===== config.mk =====
export PLATFORM = sky130hd
export DESIGN_NAME = psum_axis_out_fifo
export DESIGN_NICKNAME = d
export VERILOG_FILES = /design/src/rtl/psum_axis_out_fifo_pkg.sv /design/src/rtl/psum_axis_out_fifo_mem.sv /design/src/rtl/psum_axis_out_fifo.sv
export SDC_FILE = /design/constraint.sdc
export NUM_CORES = 1
export LEC_CHECK = 0
export BUFFER_PORTS_ARGS = -buffer_cell sky130_fd_sc_hd__buf_2
export CORE_MARGIN = 1.5
export CORE_UTILIZATION = 55
export CTS_CLUSTER_SIZE = 14
export DETAILED_ROUTE_END_ITERATION = 8
export GPL_ROUTABILITY_DRIVEN = 0
export PLACE_DENSITY = 0.75
export SLEW_MARGIN = 5
export SYNTH_ARGS = -nofsm -noshare
export SYNTH_HDL_FRONTEND = slang
export SYNTH_SLANG_ARGS = --single-unit

===== constraint.sdc =====
create_clock -name clk -period 3.78 [get_ports clk]
set_input_delay 0.378 -clock clk [delete_from_list [all_inputs] [get_ports clk]]
set_output_delay 0.378 -clock clk [all_outputs]
set_load 0.02 [all_outputs]

===== src/rtl/psum_axis_out_fifo_pkg.sv =====
// Shared accelerator package: stream data width, counter limits and the clogb2 helper.
// The packer imports this package too, so the width is defined in one place.
package psum_axis_out_fifo_pkg;

  localparam int          ACC_TDATA_WIDTH = 32;
  localparam logic [15:0] OVF_CNT_MAX     = 16'hFFFF;

  // Ceiling log2, used for pointer widths.
  function automatic int clogb2(input int value);
    int result;
    int v;
    result = 0;
    v = value - 1;
    while (v > 0) begin
      result = result + 1;
      v = v >> 1;
    end
    return result;
  endfunction

endpackage


===== src/rtl/psum_axis_out_fifo_mem.sv =====
// sync_fifo_mem: a register array with its own write and read pointers.
// Reads are combinational from the read pointer; both pointers wrap at DEPTH.
module sync_fifo_mem
  import psum_axis_out_fifo_pkg::*;
#(
  parameter int WIDTH = ACC_TDATA_WIDTH + 1,
  parameter int DEPTH = 16,
  parameter int AW    = clogb2(DEPTH)
) (
  input  logic             clk,
  input  logic             rst,
  input  logic             wr_en,
  input  logic             rd_en,
  input  logic [WIDTH-1:0] wr_data,
  output logic [WIDTH-1:0] rd_data
);

  logic [WIDTH-1:0] mem [DEPTH];
  logic [AW-1:0]    wr_ptr;
  logic [AW-1:0]    rd_ptr;

  // DEPTH is a power of two, so natural pointer overflow gives the wrap.
  always_ff @(posedge clk) begin
    if (rst) begin
      wr_ptr <= '0;
      rd_ptr <= '0;
    end else begin
      if (wr_en) wr_ptr <= wr_ptr + 1'b1;
      if (rd_en) rd_ptr <= rd_ptr + 1'b1;
    end
  end

  always_ff @(posedge clk) begin
    if (wr_en) mem[wr_ptr] <= wr_data;
  end

  assign rd_data = mem[rd_ptr];

endmodule


===== src/rtl/psum_axis_out_fifo.sv =====
// Output FIFO between the psum word packer and the AXI4-Stream master, with a one-entry output register.
// Define PSUM_AXIS_OUT_OVF_CNT_EN to add the 16-bit saturating overflow_cnt output.
module psum_axis_out_fifo
  import psum_axis_out_fifo_pkg::*;
#(
  parameter int C_M_AXIS_TDATA_WIDTH = ACC_TDATA_WIDTH,
  parameter int FIFO_DEPTH           = 16
) (
  input  logic                              clk,
  input  logic                              rst,
  input  logic                              in_valid,
  input  logic                              in_last,
  input  logic [C_M_AXIS_TDATA_WIDTH-1:0]   in_data,
  input  logic                              clear_status,
  output logic                              m_axis_tvalid,
  input  logic                              m_axis_tready,
  output logic [C_M_AXIS_TDATA_WIDTH-1:0]   m_axis_tdata,
  output logic                              m_axis_tlast,
  output logic [clogb2(FIFO_DEPTH):0]       fifo_count,
  output logic                              overflow
`ifdef PSUM_AXIS_OUT_OVF_CNT_EN
  ,
  output logic [15:0]                       overflow_cnt
`endif
);

  localparam int              AW         = clogb2(FIFO_DEPTH);
  localparam int              CW         = AW + 1;
  localparam logic [CW-1:0]   FULL_COUNT = CW'(FIFO_DEPTH);

  logic                            fifo_full;
  logic                            fifo_empty;
  logic                            wr_accept;
  logic                            wr_drop;
  logic                            out_free;
  logic                            pop;
  logic                            pending_last;
  logic [C_M_AXIS_TDATA_WIDTH:0]   head;

  // Fullness is taken from the pre-edge count, so a same-cycle pop never frees room.
  assign fifo_full  = (fifo_count == FULL_COUNT);
  assign fifo_empty = (fifo_count == '0);
  assign wr_accept  = in_valid & ~fifo_full;
  assign wr_drop    = in_valid & fifo_full;
  assign out_free   = ~m_axis_tvalid | m_axis_tready;
  assign pop        = out_free & ~fifo_empty;

  sync_fifo_mem #(
    .WIDTH (C_M_AXIS_TDATA_WIDTH + 1),
    .DEPTH (FIFO_DEPTH),
    .AW    (AW)
  ) u_mem (
    .clk     (clk),
    .rst     (rst),
    .wr_en   (wr_accept),
    .rd_en   (pop),
    .wr_data ({in_last | pending_last, in_data}),
    .rd_data (head)
  );

  always_ff @(posedge clk) begin
    if (rst) begin
      fifo_count <= '0;
    end else begin
      case ({wr_accept, pop})
        2'b10:   fifo_count <= fifo_count + 1'b1;
        2'b01:   fifo_count <= fifo_count - 1'b1;
        default: fifo_count <= fifo_count;
      endcase
    end
  end

  // A layer-end marker that arrives without a word is attached to the next accepted word.
  always_ff @(posedge clk) begin
    if (rst) begin
      pending_last <= 1'b0;
    end else if (wr_accept) begin
      pending_last <= 1'b0;
    end else if (in_last && !in_valid) begin
      pending_last <= 1'b1;
    end
  end

  always_ff @(posedge clk) begin
    if (rst) begin
      m_axis_tvalid <= 1'b0;
      m_axis_tlast  <= 1'b0;
      m_axis_tdata  <= '0;
    end else if (out_free) begin
      m_axis_tvalid <= ~fifo_empty;
      if (!fifo_empty) begin
        m_axis_tlast <= head[C_M_AXIS_TDATA_WIDTH];
        m_axis_tdata <= head[C_M_AXIS_TDATA_WIDTH-1:0];
      end
    end
  end

  always_ff @(posedge clk) begin
    if (rst) begin
      overflow <= 1'b0;
    end else if (wr_drop) begin
      overflow <= 1'b1;
    end else if (clear_status) begin
      overflow <= 1'b0;
    end
  end

`ifdef PSUM_AXIS_OUT_OVF_CNT_EN
  // A drop coinciding with clear_status restarts the count at one.
  always_ff @(posedge clk) begin
    if (rst) begin
      overflow_cnt <= '0;
    end else if (wr_drop) begin
      if (clear_status)                     overflow_cnt <= 16'd1;
      else if (overflow_cnt != OVF_CNT_MAX) overflow_cnt <= overflow_cnt + 16'd1;
    end else if (clear_status) begin
      overflow_cnt <= '0;
    end
  end
`endif

endmodule


== Word level (Yosys, flattened, before mapping) ==
Memories as Yosys holds them, arrays and structs flattened. A register that Yosys moved wholly into a read port is not among the register bits.
Index checks and enable logic that the tools add are counted.
Cells by class
  add/subtract/negate cells: 4
  multipliers: 0
  div/mod/pow operators: 0
  $lt $le $gt $ge: 0
  equality and inequality tests: 3
  shifts and indexed selects: 0
  multiplexer cells: 5
  bitwise operators: 8
  reductions and logical operators: 7
Operators with widths (count)
  one-hot mux 5 bit (2 select lines): 1
  adder 4 x 1 -> 4 bit, second input constant: 2
  adder 5 x 1 -> 5 bit, second input constant: 1
  equality test 5 bit, second input constant: 1
  zero test 5 bit: 1
  subtractor 5 x 1 -> 5 bit, second input constant: 1
  2-to-1 mux 1 bit: 4
  nonzero test 2 bit: 2
  bitwise AND 1 bit: 3
  inverter 1 bit: 3
  equality test 2 x 1 -> 1 bit, second input constant: 1
  equality test 2 bit, second input constant: 1
  bitwise OR 1 bit: 2
  AND reduction 2 bit: 1
  OR reduction 2 bit: 1
  logical AND 1 bit: 1
  zero test 1 bit: 1
Word-level totals
  register bits: 16
  latch bits: 0
  RAM bits: 528
  memory bits (read-only): 0
  input bits: 38
  word-level logic and storage cells: 34
  memories kept: 1
Memories
  u_mem.mem: depth 16, bits a word 33, read ports 1, clocked after Yosys merged registers in 1, write ports 1, RTL line psum_axis_out_fifo_mem.sv:18  | logic [WIDTH-1:0] mem [DEPTH];

== Longest topological paths before layout ==
  depth in word-level cells: 5
  mapped depth: 12
  depth with buffers taken out: 11

== Modules after synthesis ==
Synthesis repeated with hierarchy kept, for this count alone.
Unflattened totals
  cell total of the unflattened synthesis: 1068
  area total of the unflattened synthesis: 22062.4 µm²
Modules (own cells, without submodules)
  sync_fifo_mem: instances 1, cells each 871, area each 20434.6 µm², sequential area each 16095.4 µm²
  psum_axis_out_fifo: instances 1, cells each 197, area each 1627.8 µm², sequential area each 820.8 µm²

== Least setup slack after synthesis ==
Ideal clock, no wire load.
  path type: register to register
  from: register fifo_count[0]
  to: memory u_mem.mem[3][0] (netlist bit) (enable)
  setup time: 0.464 ns
  arrival time: 3.418 ns
  data required time: 3.316 ns
  path slack: -0.102 ns
  cell stages (with the launch flop): 5
  buffers on the path: 0
  clock period less this slack: 3.882 ns
  path through: dfxtp_1 -> nor4_1 -> a21boi_2 -> nand2_1 -> nor3_1
On the way
  longest elaborated chain between the ends: 5
Ends and longest elaborated chain
  start, declared: RTL line psum_axis_out_fifo.sv:19  | output logic [clogb2(FIFO_DEPTH):0] fifo_count,
  start signal, assigned: RTL line psum_axis_out_fifo.sv:66  | 2'b10: fifo_count <= fifo_count + 1'b1;
  start signal, assigned: RTL line psum_axis_out_fifo.sv:67  | 2'b01: fifo_count <= fifo_count - 1'b1;
  start signal, assigned: RTL line psum_axis_out_fifo.sv:68  | default: fifo_count <= fifo_count;
  equality test 5 bit: RTL line psum_axis_out_fifo.sv:41  | assign fifo_full = (fifo_count == FULL_COUNT);
  inverter 1 bit: RTL line psum_axis_out_fifo.sv:43  | assign wr_accept = in_valid & ~fifo_full;
  bitwise AND 1 bit: RTL line psum_axis_out_fifo.sv:43
  2-to-1 mux 1 bit: RTL line psum_axis_out_fifo_mem.sv:34  | if (wr_en) mem[wr_ptr] <= wr_data;
  2-to-1 mux 1 bit (not written as such): RTL line psum_axis_out_fifo_mem.sv:34
  end, declared: RTL line psum_axis_out_fifo_mem.sv:18
Every way passes these cells.

== Final worst setup path ==
  from: register fifo_count[0]
  to: register fifo_count[4]
On the way
  longest elaborated chain between the ends: 5
  elaborated cells on any way between the ends: 12
Ends and longest elaborated chain
  equality test 5 bit / zero test 5 bit (equally long branches): RTL line psum_axis_out_fifo.sv:41, psum_axis_out_fifo.sv:42
  inverter 1 bit (on tied branches)
  bitwise AND 1 bit (on tied branches): RTL line psum_axis_out_fifo.sv:43, psum_axis_out_fifo.sv:46
  equality test 2 x 1 -> 1 bit / equality test 2 bit (equally long branches): RTL line psum_axis_out_fifo.sv:65  | case ({wr_accept, pop})
  one-hot mux 5 bit (2 select lines) / nonzero test 2 bit (equally long branches)
Parallel ways exist; a longest one is shown, timed or not.
A chain may end at the register's enable or synchronous reset.

==> flow_summary.toml <==
[hold_path]
min_to = "overflow"
holdPathStages = 4
hold_start = "clear_status"
worstHoldPathType = "in2reg"

[floorplan]
ios = 78
dieArea_um2 = 41540
num_rows = 73
start_util = 0.5582
die_h_um = 203.8
die_x_um = 203.8
fp.coreArea_um2 = 39730

[global_routing]
grt_antenna_before_repair = 1
globalRoute.totalOverflow = 0
grt_pass1_wl_um = 67920
gr-usage-all-layers = 0.2243
grt_start_max_net_pins = 52
grt_pass1_vias = 10934

[yosys]
synth_area_per_cell_um2 = 21.77
synth_edf_count = 528
yosysSeqAreaShare = 0.7591
yosys_warnings = 0
netlist_area_um2 = 22180
syn_inst = 1019
synthFlopType = "edfxtp_1"
ys_seq_elements = 577
synth_nets = 1067
ys_types = 45
async_reset_ff_frac = 0

[routing]
drc = 0
via_per_inst = 6.194
dr.pass1.iters = 5
drtIter0Drc = 809
via_count = 10523
wl_per_cell_um = 26.52
ant_nets = 0
totalWireLength_um = 45070

[sta]
setup-violations-final = 0
final_max_slew_viol_count = 0
rsz0062_at_grt = "false"
period_needed_ns = 3.041
max_slew_margin = 0.2322
tns_ns = 0
hold_viol_final = 0
finalCritPeriodShare = 0.8044
setup_ws_ns = 0.7393
fmax_mhz = 328.9
clock_skew_ns = 0.02217
tightest_slew_ns = 1.150

[power]
power_density_nw_per_um2 = 659.5
switching_share = 0.2576
power.switching_mw = 4.294
share_comb_of_total_power = 0.188
ir_drop_mv = 0.4261
p_leak_nw = 8.019
clockPowerShare = 0.357
p_seq_frac = 0.455
internal_power_mw = 12.37

[run_status]
status = "finished, final reports clean"

[placement]
port-buffer-count = 77
dpl.cell_count = 1594
dpl.hpwl_um = 24540
pre_cts_slack_ns = 0.7321

[critical_path]
rr_startpoint = "fifo_count[0]"
reg2reg_depth = 10
crit_arrival_ns = 3.52
cp.required_ns = 4.26
critPathCaptureType = "flip-flop"
worstSetupStartpointType = "flip-flop"
cp_max_fo = 18
r2r_setup_slack_ns = 0.74
r2r-end = "fifo_count[4]"
crit_type = "reg2reg"

[clock_tree]
clock_path_buffers = 3
cts_resized = 0
cts_hold_buf = 0
numCtsBuffers = 56
h-tree-depth = 2
clk_latency_ns = 0.60
clk_pin_slew_ns = 0.06
cts-root-buf = "clkbuf_16"
cts_setup_buffers = 0
cts_tree = "done"
cts_sinks = 577

[layout]
synthToLayoutAreaGrowth_pct = 13.94
layout-drive-gt1-share = 0.3092
layout.nets = 1175
final_core_util = 0.6361
final_cells = 1699
diodes = 0

[flow_run]
drv_cap = 0
[metrics by stage]
step	total power [mW]	hold WS, ns	area, µm²
floorplan	10.11	0.4473	22200
global placement	10.82	0.4754	23290
detailed placement	10.90	0.4842	23290
CTS	16.83	0.08608	25270
global route	17.27	0.1200	25270
finish	16.67	0.1033	25270
[cell usage in the layout (no fill, tap or decap), types with 2 or more instances in the layout]
cell type and n:
edfxtp_1 528, mux4_2 122, buf_2 77, mux2i_1 73, clkbuf_16 58, dfxtp_1 46
nor2_1 29, nand3b_1 28, buf_4 26, o221ai_2 20, nor2_4 12, clkbuf_1 12
bufinv_16 11, clkinv_2 10, ha_1 9, inv_1 8, nand2_1 8, a21oi_1 8
clkinv_1 8, o221ai_1 7, o22ai_1 6, a311oi_1 6, a211oi_1 6, xor2_1 5
buf_12 5, nor3_4 4, mux4_1 4, nor2b_1 4, clkbuf_8 4, nand2b_1 3
xnor2_1 3, dfxtp_4 3, nand4_1 2
[state kept, by name (all words and copies together), names as in the netlist]
name           flops
pending_last       1
m_axis_tvalid      1
overflow           1
u_mem.rd_ptr       4
fifo_count         5
u_mem.mem        528
m_axis_tlast       1
m_axis_tdata      32
u_mem.wr_ptr       4
[area by class of cell]
class	count	area [µm²]
inverter	9	33.78
fill	2618	14460
clock buffer	74	1551
tap	525	656.9
sequential	577	16850
timing repair buffer	108	680.7
clock inverter	31	434.2
multi-input combinational	375	5067
[how the worst max path moves through the flow]
stage | cells after the start | startpoint | to
after floorplan | 11 | fifo_count[0] | fifo_count[4]
after global placement | 10 | fifo_count[0] | fifo_count[4]
after detailed placement | 10 | fifo_count[0] | fifo_count[4]
after CTS | 10 | fifo_count[0] | fifo_count[4]
after global routing | 10 | fifo_count[0] | fifo_count[4]
final | 10 | fifo_count[0] | fifo_count[4]
[synthesized netlist by cell type (2+ instances only)]
cell type / n / area [µm²]
buf_12: 3 / 60.06
mux2i_1: 73 / 730.7
o221ai_2: 20 / 300.3
clkbuf_1: 19 / 71.32
nand4_1: 2 / 12.51
nand3b_1: 28 / 210.2
edfxtp_1: 528 / 15860
mux4_2: 122 / 2748
buf_1: 3 / 11.26
xnor2_1: 3 / 26.28
nor2b_1: 4 / 25.02
ha_1: 9 / 112.6
buf_2: 12 / 60.06
xor2_1: 5 / 43.79
o221ai_1: 7 / 61.31
nand2b_1: 3 / 18.77
nor2_1: 41 / 153.9
mux4_1: 4 / 105.1
a311oi_1: 6 / 52.55
buf_4: 15 / 112.6
a211oi_1: 6 / 45.04
buf_6: 5 / 56.30
inv_1: 8 / 30.03
nor3_1: 5 / 25.02
o22ai_1: 6 / 37.54
dfxtp_1: 49 / 980.9
nand2_1: 8 / 30.03
a21oi_1: 8 / 40.04
[worst max-delay path, cell delays in order (launching register included)]
cell and delay, ns:
dfxtp_1 0.36, or4_4 0.57, o21ai_4 0.16, inv_2 0.16
ha_1 0.29, ha_1 0.32, nor2b_1 0.15, o21ai_0 0.20
a21oi_1 0.09, or3b_1 0.35, mux2_2 0.27
[cell families after synthesis]
family,count (synthesis),synth area share
flip-flops,577,0.7591
multiplexers,200,0.1621
AND/OR/NAND/NOR,99,0.02471
buffers and inverters,67,0.01895
AO/OA/AOI/OAI,58,0.02606
adder cells (fa/ha/maj),10,0.005980
XOR/XNOR,8,0.003159
[metal layers]
metal  part of all wire  up-vias  GRT usage
met5            0.00029        -          0
met4              0.019        2    0.07302
met3              0.060       57    0.03077
met2               0.51      375     0.3728
met1               0.41     5620     0.3109
li1                   -     4469          -
[power by group through the flow]
stage	logic [mW]	clock network (mW)	registers [mW]
after floorplan	2.47	0	7.64
after global routing	3.38	6.26	7.62
after detailed placement	3.17	0	7.73
after global placement	3.11	0	7.71
after CTS	3.20	6.03	7.59
final	3.13	5.95	7.59
Power figures use the tool's default switching activity.
